===== src/rtl/stage_fetch.sv =====
// Instruction fetch stage: owns the fetch PC, issues one word read at a time
// to instruction memory over req/ack, and feeds decode through a registered
// output slot backed by a one-entry skid buffer.
module stage_fetch #(
  parameter logic [29:0] RESET_PC = 30'h0
) (
  input  logic        clk,
  input  logic        reset_n,
  input  logic        de_stall,
  input  logic        de_setpc,
  input  logic [29:0] de_newpc,
  output logic        imem_req,
  output logic [29:0] imem_addr,
  input  logic        imem_ack,
  input  logic [31:0] imem_rdata,
  input  logic        imem_fault,
  output logic        de_valid,
  output logic        de_exc,
  output logic [31:0] de_insn,
  output logic [29:0] de_pc
);

  typedef enum logic [1:0] {
    ST_RUN  = 2'd0,
    ST_KILL = 2'd1,
    ST_HALT = 2'd2
  } state_t;

  state_t      state_r;
  state_t      state_nxt_s;
  logic [29:0] req_pc_r;
  logic [29:0] req_pc_nxt_s;
  logic [29:0] next_pc_r;
  logic [29:0] next_pc_nxt_s;

  logic        skid_valid_r;
  logic [31:0] skid_insn_r;
  logic [29:0] skid_pc_r;
  logic        skid_exc_r;
  logic        skid_valid_nxt_s;
  logic [31:0] skid_insn_nxt_s;
  logic [29:0] skid_pc_nxt_s;
  logic        skid_exc_nxt_s;

  logic        de_valid_r;
  logic [31:0] de_insn_r;
  logic [29:0] de_pc_r;
  logic        de_exc_r;
  logic        de_valid_nxt_s;
  logic [31:0] de_insn_nxt_s;
  logic [29:0] de_pc_nxt_s;
  logic        de_exc_nxt_s;

  logic        imem_req_s;
  logic        ack_s;
  logic        accept_s;
  logic        slot_free_s;
  logic [31:0] resp_insn_s;

  // A request is only outstanding while fetching and with room for the reply;
  // gating with reset_n drops it the instant reset asserts.
  assign imem_req_s  = ((state_r == ST_RUN) || (state_r == ST_KILL)) && !skid_valid_r && reset_n;
  // Acks arriving with no request raised (e.g. stale after reset) are ignored.
  assign ack_s       = imem_ack && imem_req_s;
  // Only a RUN-state ack without a same-cycle redirect produces an instruction.
  assign accept_s    = (state_r == ST_RUN) && ack_s && !de_setpc;
  assign slot_free_s = !de_valid_r || !de_stall;
  // Faulting slots carry a zero word so decode never sees garbage.
  assign resp_insn_s = imem_fault ? 32'h0000_0000 : imem_rdata;

  assign imem_req  = imem_req_s;
  assign imem_addr = req_pc_r;
  assign de_valid  = de_valid_r;
  assign de_exc    = de_exc_r;
  assign de_insn   = de_insn_r;
  assign de_pc     = de_pc_r;

  // Next-state logic for the fetch FSM and the two PC registers.
  always_comb begin
    state_nxt_s   = state_r;
    req_pc_nxt_s  = req_pc_r;
    next_pc_nxt_s = next_pc_r;
    if (de_setpc) begin
      if (imem_req_s && !ack_s) begin
        // Cannot retract a live request: park the target until its ack.
        next_pc_nxt_s = de_newpc;
        state_nxt_s   = ST_KILL;
      end else begin
        req_pc_nxt_s = de_newpc;
        state_nxt_s  = ST_RUN;
      end
    end else begin
      case (state_r)
        ST_RUN: begin
          if (ack_s) begin
            if (imem_fault) begin
              state_nxt_s = ST_HALT;
            end else begin
              req_pc_nxt_s = req_pc_r + 30'd1;
            end
          end else begin
            state_nxt_s = ST_RUN;
          end
        end
        ST_KILL: begin
          if (ack_s) begin
            req_pc_nxt_s = next_pc_r;
            state_nxt_s  = ST_RUN;
          end else begin
            state_nxt_s = ST_KILL;
          end
        end
        ST_HALT: begin
          state_nxt_s = ST_HALT;
        end
        default: begin
          state_nxt_s = ST_RUN;
        end
      endcase
    end
  end

  // FSM state and PC registers.
  always_ff @(posedge clk or negedge reset_n) begin
    if (!reset_n) begin
      state_r   <= ST_RUN;
      req_pc_r  <= RESET_PC;
      next_pc_r <= 30'h0;
    end else begin
      state_r   <= state_nxt_s;
      req_pc_r  <= req_pc_nxt_s;
      next_pc_r <= next_pc_nxt_s;
    end
  end

  // Output slot and skid buffer update, in redirect > stall > skid > new data order.
  always_comb begin
    skid_valid_nxt_s = skid_valid_r;
    skid_insn_nxt_s  = skid_insn_r;
    skid_pc_nxt_s    = skid_pc_r;
    skid_exc_nxt_s   = skid_exc_r;
    de_valid_nxt_s   = de_valid_r;
    de_insn_nxt_s    = de_insn_r;
    de_pc_nxt_s      = de_pc_r;
    de_exc_nxt_s     = de_exc_r;
    if (de_setpc) begin
      de_valid_nxt_s   = 1'b0;
      skid_valid_nxt_s = 1'b0;
    end else if (!slot_free_s) begin
      // Output held; a reply that lands now is parked in the skid.
      if (accept_s) begin
        skid_valid_nxt_s = 1'b1;
        skid_insn_nxt_s  = resp_insn_s;
        skid_pc_nxt_s    = req_pc_r;
        skid_exc_nxt_s   = imem_fault;
      end else begin
        skid_valid_nxt_s = skid_valid_r;
      end
    end else if (skid_valid_r) begin
      de_valid_nxt_s   = 1'b1;
      de_insn_nxt_s    = skid_insn_r;
      de_pc_nxt_s      = skid_pc_r;
      de_exc_nxt_s     = skid_exc_r;
      skid_valid_nxt_s = 1'b0;
    end else if (accept_s) begin
      de_valid_nxt_s = 1'b1;
      de_insn_nxt_s  = resp_insn_s;
      de_pc_nxt_s    = req_pc_r;
      de_exc_nxt_s   = imem_fault;
    end else begin
      de_valid_nxt_s = 1'b0;
    end
  end

  // Skid buffer and decode-facing output registers.
  always_ff @(posedge clk or negedge reset_n) begin
    if (!reset_n) begin
      skid_valid_r <= 1'b0;
      skid_insn_r  <= 32'h0000_0000;
      skid_pc_r    <= 30'h0;
      skid_exc_r   <= 1'b0;
      de_valid_r   <= 1'b0;
      de_insn_r    <= 32'h0000_0000;
      de_pc_r      <= 30'h0;
      de_exc_r     <= 1'b0;
    end else begin
      skid_valid_r <= skid_valid_nxt_s;
      skid_insn_r  <= skid_insn_nxt_s;
      skid_pc_r    <= skid_pc_nxt_s;
      skid_exc_r   <= skid_exc_nxt_s;
      de_valid_r   <= de_valid_nxt_s;
      de_insn_r    <= de_insn_nxt_s;
      de_pc_r      <= de_pc_nxt_s;
      de_exc_r     <= de_exc_nxt_s;
    end
  end

endmodule


===== config.mk =====
export PLATFORM = sky130hd
export DESIGN_NAME = stage_fetch
export DESIGN_NICKNAME = d
export VERILOG_FILES = /design/src/rtl/stage_fetch.sv
export SDC_FILE = /design/constraint.sdc
export NUM_CORES = 1
export LEC_CHECK = 0
export CELL_PAD_IN_SITES_DETAIL_PLACEMENT = 1
export CELL_PAD_IN_SITES_GLOBAL_PLACEMENT = 2
export CORE_MARGIN = 2
export CORE_UTILIZATION = 30
export DETAILED_ROUTE_END_ITERATION = 6
export PLACE_DENSITY_LB_ADDON = 0.25
export SYNTH_ARGS = -nofsm -noshare
export SYNTH_HDL_FRONTEND = slang
export SYNTH_SLANG_ARGS = --single-unit

===== constraint.sdc =====
create_clock -name clk -period 2.2 [get_ports clk]
set_clock_uncertainty 0.1 [all_clocks]
set_input_delay 0.22 -clock clk [delete_from_list [all_inputs] [get_ports clk]]
set_output_delay 0.22 -clock clk [all_outputs]
set_load 0.01 [all_outputs]

# == Word level (Yosys, flattened, before mapping) ==
# Index checks and enable logic that the tools add are counted.
# word_totals
reg_bits,190
latch_bits,0
ramBits,0
mem_bits_ro,0
in_bits,68
out_inout_bits,95
wordCells,69
n_memories,0
# classes
add_sub_neg,1
mul,0
n_div,0
order_cmp,0
eq_ne,7
n_shift,0
muxes,26
bitwise,2
n_reduce_logical,22
# op_table
operator,count
30-bit 2-to-1 mux,7
32-bit 2-to-1 mux,3
30-bit case mux with 2 select lines,1
30-bit by 1-bit adder with 30-bit output (second input constant),1
1-bit 2-to-1 mux,11
3-bit inequality test (second input constant),3
1-bit logical AND,6
2-bit 2-to-1 mux,3
2-bit case mux with 3 select lines,1
3-bit AND reduction,2
3-bit nonzero test,2
1-bit logical NOT,5
5-bit AND reduction,1
4-bit inequality test (second input constant),1
2-bit nonzero test,2
2-bit by 1-bit equality test with 1-bit output (second input constant),1
2-bit equality test (second input constant),1
2-bit logical NOT,1
1-bit logical OR,2
2-bit inequality test (second input constant),1
1-bit inverter,2
2-bit AND reduction,1

# == Longest topological paths before layout ==
# logic_depth
ltp_word,11
depth_mapped,8
mapped_depth_nobuf,6

# == Least setup slack after synthesis ==
# Ideal clock, no wire load.
# synth_timing
path_type,reg2reg
startpoint,reg req_pc_r[0] (netlist: imem_addr[0])
endpoint,reg req_pc_r[24] (netlist: imem_addr[24])
setup_ns,0.069
arrival_ns,1.993
required_ns,2.031
slack_ns,0.038
stages_incl_launch_ff,7
n_path_buf,0
synth_period_minus_slack_ns,2.162
cell_sequence,dfrtp_1 > ha_1 > nand4_1 > nor4_4 > nand3_1 > or4_1 > nand3_1
# synth_between
elab_chain_len,5
# synth_lines
item,line,rtl
start: declaration,31,logic [29:0] req_pc_r;
start signal: assignment,131,req_pc_r <= req_pc_nxt_s;
30-bit by 1-bit adder with 30-bit output,99,req_pc_nxt_s = req_pc_r + 30'd1;
30-bit 2-to-1 mux,96,if (imem_fault) begin
30-bit 2-to-1 mux,95,if (ack_s) begin
30-bit case mux with 2 select lines,93,case (state_r)
30-bit 2-to-1 mux,83,if (de_setpc) begin
# Every way passes these cells. The select of a mux whose other input is x is not followed.
# A chain may end at the register's enable or synchronous reset.

# == Final worst setup path ==
# layout_timing
startpoint,reg skid_valid_r
endpoint,reg req_pc_r[0] (netlist: imem_addr[0])
# layout_between
elab_chain_len,8
word_cells_on_any_way,10
cone_classes,eq/ne: 3; reduce/logical: 7
# layout_lines
item,line,rtl
start: declaration,36,logic skid_valid_r;
start signal: assignment,187,skid_valid_r <= skid_valid_nxt_s;
1-bit logical NOT *,62,assign imem_req_s = ((state_r == ST_RUN) || (state_r == ST_KILL)) && !skid_valid_r && reset_n;
1-bit logical AND * (2 in a row),62,
1-bit logical AND,64,assign ack_s = imem_ack && imem_req_s;
1-bit logical NOT,84,if (imem_req_s && !ack_s) begin
1-bit logical AND,84,
2-bit inequality test (no source line),n/a,
5-bit AND reduction (no source line) *,n/a,
# Mark *: on every way between the ends. The rest lies on a longest branch, timed or not.

==> flow_summary.ini <==
[cells_and_area]
finalInstanceArea_um2 = 12000
area_growth_pct = 34.4
fin_nets = 1176
diodes = 0
fin_util_pct = 40.8
drive_above_1_share_pct = 15.3
instances_no_fill = 1510
num-fill-cells = 3347

[setup_path]
reg2reg_from = skid_valid_r$_DFFE_PN0P_
required_ns = 2.45
cp_max_fo = 29
critPathMaxStageDelay_ns = 0.55
crit_chain = or4b_1, o211ai_1, buf_4, buf_12, a21oi_1, a21oi_1
crit_type = reg -> reg
r2r_slack_ns = 0.12
r2r_cells = 6
critPathTopFamily = simple AND/OR/NAND/NOR gates
crit_arrival_ns = 2.33
crit_slowest_cell = or4b_1
cp-start-kind = flip-flop
worst-path-buf-inv = 2
cp-end-kind = flip-flop
r2r_end = imem_addr[0]$_DFFE_PN0P_
cpMostUsedCell = a21oi_1

[routing]
drcViolationCount = 0
routedWlPerCell_um = 17.5
ant_nets = 0
wirelength_mm = 26.4
drtIter0Drc = 330
vias_per_cell = 4.79
vias = 7240
dr.pass1.iters = 4

[clocking]
cts_tree = yes
cts_buffers = 17
clock_latency_ns = 0.43
path_clk_slew_ns = 0.08
cts.sinks = 190
cts_htree_levels = 4
cts-root-buf = clkbuf_16
clk_path_buf_depth = 2

[die]
row_count = 63
die_area_um2 = 31200
die_w_um = 177
die_y_um = 177
ios = 163
start_util_pct = 30.4
coreArea_um2 = 29500

[timing]
maxClockFrequency_ghz = 0.480
setup_viol = 0
min_period_over_period_pct = 94.8
slew_headroom_pct = 49.1
hold_viol_final = 0
tightest_slew_ns = 0.763
layout_min_cycle_time_ns = 2.08
rsz0062_at_grt = no
slew_violations = 0

[logic_synthesis]
ys_ff_latch = 190
syn_nets = 993
synth_cell_types = 58
ys_async_sr_fraction_pct = 100
syn_area_um2 = 8950
synth_seq_area_share_pct = 53.1
synth_edf_count = 0
synth_top_area_share_pct = 53.1
synth.area.top_cells = dfrtp_1, o21ai_0, mux2_2
yosysWarnings = 0
postSynthAreaPerCell_um2 = 9.69
synthCells = 924
yosys.area.top_type = dfrtp_1
ys_dominant_reg_cell = dfrtp_1

[placement]
dpl.hpwl_mm = 18.7
dpl.cell_count = 1476
post_dp_cell_area_um2 = 11400
place_congestion = 0.815
portBuffers = 162

[grt]
gr-total-overflow = 0
grt_usage_pct = 17.5
grt_pass1_vias = 7554
grt_max_degree = 110
antenna_found_initial = 0
grt_pass1_wl_mm = 42.6

[power]
power_switching_uw = 3210
p_leak_uw = 0.00516
p_total_uw = 10600
pwr_density_cell_nw_per_um2 = 881
p_sw_share_pct = 30.3
combPwrFrac_pct = 26.3
ir_drop_mv = 0.454
p_int_uw = 7380
power.share.clock_pct = 31.0
p_seq_share_pct = 42.7

[worst_hold_path]
worstHoldPathType = in -> async

[run]
max-cap-violations = 0

[run_status]
status = complete, no violations
[sequential cells by signal (all words and copies together) (netlist names), 2 cells and up]
name / count
de_insn: 32
de_pc: 30
imem_addr: 30
next_pc_r: 30
skid_insn_r: 32
skid_pc_r: 30
state_r: 2
[worst reg2reg max path, cell delays in order (launching register included)]
cell,delay (ns)
dfrtp_4,0.51
or4b_1,0.55
o211ai_1,0.13
buf_4,0.22
buf_12,0.19
a21oi_1,0.10
a21oi_1,0.20
[metrics by stage]
step | hold slack, ns | setup TNS [ns] | setup WS [ns]
final | 0.107 | 0 | 0.115
after global routing | 0.0948 | 0 | 0.00205
after CTS | 0.0923 | 0 | 0.0734
after detailed placement | -0.0202 | -0.316 | -0.0996
after global placement | -0.0212 | 0 | 0.0295
after floorplan | -0.176 | 0 | 0.0379
[final cells by class]
class	count	area [um^2]	area share, %
Clock buffer	17	425	3.54
Clock inverter	15	185	1.54
Inverter	9	33.8	0.281
Multi-Input combinational cell	656	3890	32.4
Sequential cell	190	4760	39.6
Tap cell	390	488	4.06
Timing Repair Buffer	233	2250	18.7
[cell usage in the layout, fill, tap and decap left out, drive strengths merged, types with 5 or more instances in the layout]
| master | netlist | final |
|---|---|---|
| nand2b | 34 | 34 |
| and3 | 9 | 9 |
| clkdlybuf4s50 | 0 | 160 |
| nand3 | 18 | 18 |
| dfrtp | 190 | 190 |
| buf | 17 | 70 |
| clkbuf | 52 | 18 |
| nand2 | 141 | 141 |
| a31oi | 11 | 11 |
| inv | 9 | 14 |
| a22oi | 6 | 6 |
| xnor2 | 5 | 5 |
| o21ai | 134 | 134 |
| nand4 | 8 | 8 |
| mux2i | 33 | 33 |
| nor3 | 8 | 8 |
| nor2 | 62 | 62 |
| a211o | 6 | 6 |
| a21oi | 67 | 67 |
| mux2 | 53 | 53 |
[timing repair]
action                     in CTS  in global routing
gates resized for setup         3                  0
setup buffers                   1                  0
hold endpoints to repair      135                  0
setup endpoints to repair       1                  0
hold buffers                    1                  0
[worst max path at each step]
stage | startpoint | endpoint | cells past startpoint | slack [ns]
after CTS | skid_valid_r$_DFFE_PN0P_ | imem_addr[0]$_DFFE_PN0P_ | 6 | 0.07
final | skid_valid_r$_DFFE_PN0P_ | imem_addr[0]$_DFFE_PN0P_ | 6 | 0.12
after floorplan | imem_addr[0]$_DFFE_PN0P_ | imem_addr[24]$_DFFE_PN0P_ | 6 | 0.04
after global routing | imem_addr[0]$_DFFE_PN0P_ | imem_addr[24]$_DFFE_PN0P_ | 6 | 0.002
after global placement | imem_ack | imem_addr[0]$_DFFE_PN0P_ | 7 | 0.03
after detailed placement | imem_ack | imem_addr[0]$_DFFE_PN0P_ | 7 | -0.1
[synth_stat cells, types with 3 or more instances]
master / count
a41oi_1: 3
nor2_1: 62
nor3_1: 7
a211o_1: 6
a22oi_1: 6
o21ai_0: 133
buf_2: 8
nand4_1: 8
buf_1: 6
nand2b_1: 34
and2_1: 4
dfrtp_1: 190
o211ai_1: 4
mux2_2: 53
nand3_1: 17
o22ai_1: 3
inv_1: 9
a211oi_1: 4
nor2b_1: 3
xnor2_1: 5
mux2i_1: 33
and3_1: 9
a31oi_1: 11
clkbuf_1: 49
or4_1: 3
clkbuf_2: 3
or2_2: 3
nand2_1: 141
or3_1: 4
a21oi_1: 67
[power groups by stage]
stage | clock network [uW] | logic (uW) | registers, uW
after detailed placement | 0 | 2830 | 4610
after global placement | 0 | 2790 | 4580
final | 3280 | 2790 | 4530
after CTS | 3390 | 2840 | 4540
after floorplan | 0 | 972 | 4740
after global routing | 3520 | 3070 | 4630
[kinds of logic after synthesis]
| group | synth area share [%] |
|---|---|
| buffers and inverters | 3.59 |
| AO/OA/AOI/OAI | 15.8 |
| adder cells (fa/ha/maj) | 0.140 |
| multiplexers | 10.4 |
| AND/OR/NAND/NOR | 16.3 |
| XOR/XNOR | 0.685 |
| flip-flops | 53.1 |
[routing by layer]
layer / share of wire (%) / global-route usage [%]
met1: 50 / 25.2
met3: 3.4 / 2.90
met5: 0 / 0
met2: 46 / 27.6
met4: 0.65 / 3.51
(Power assumes the default switching activity.)
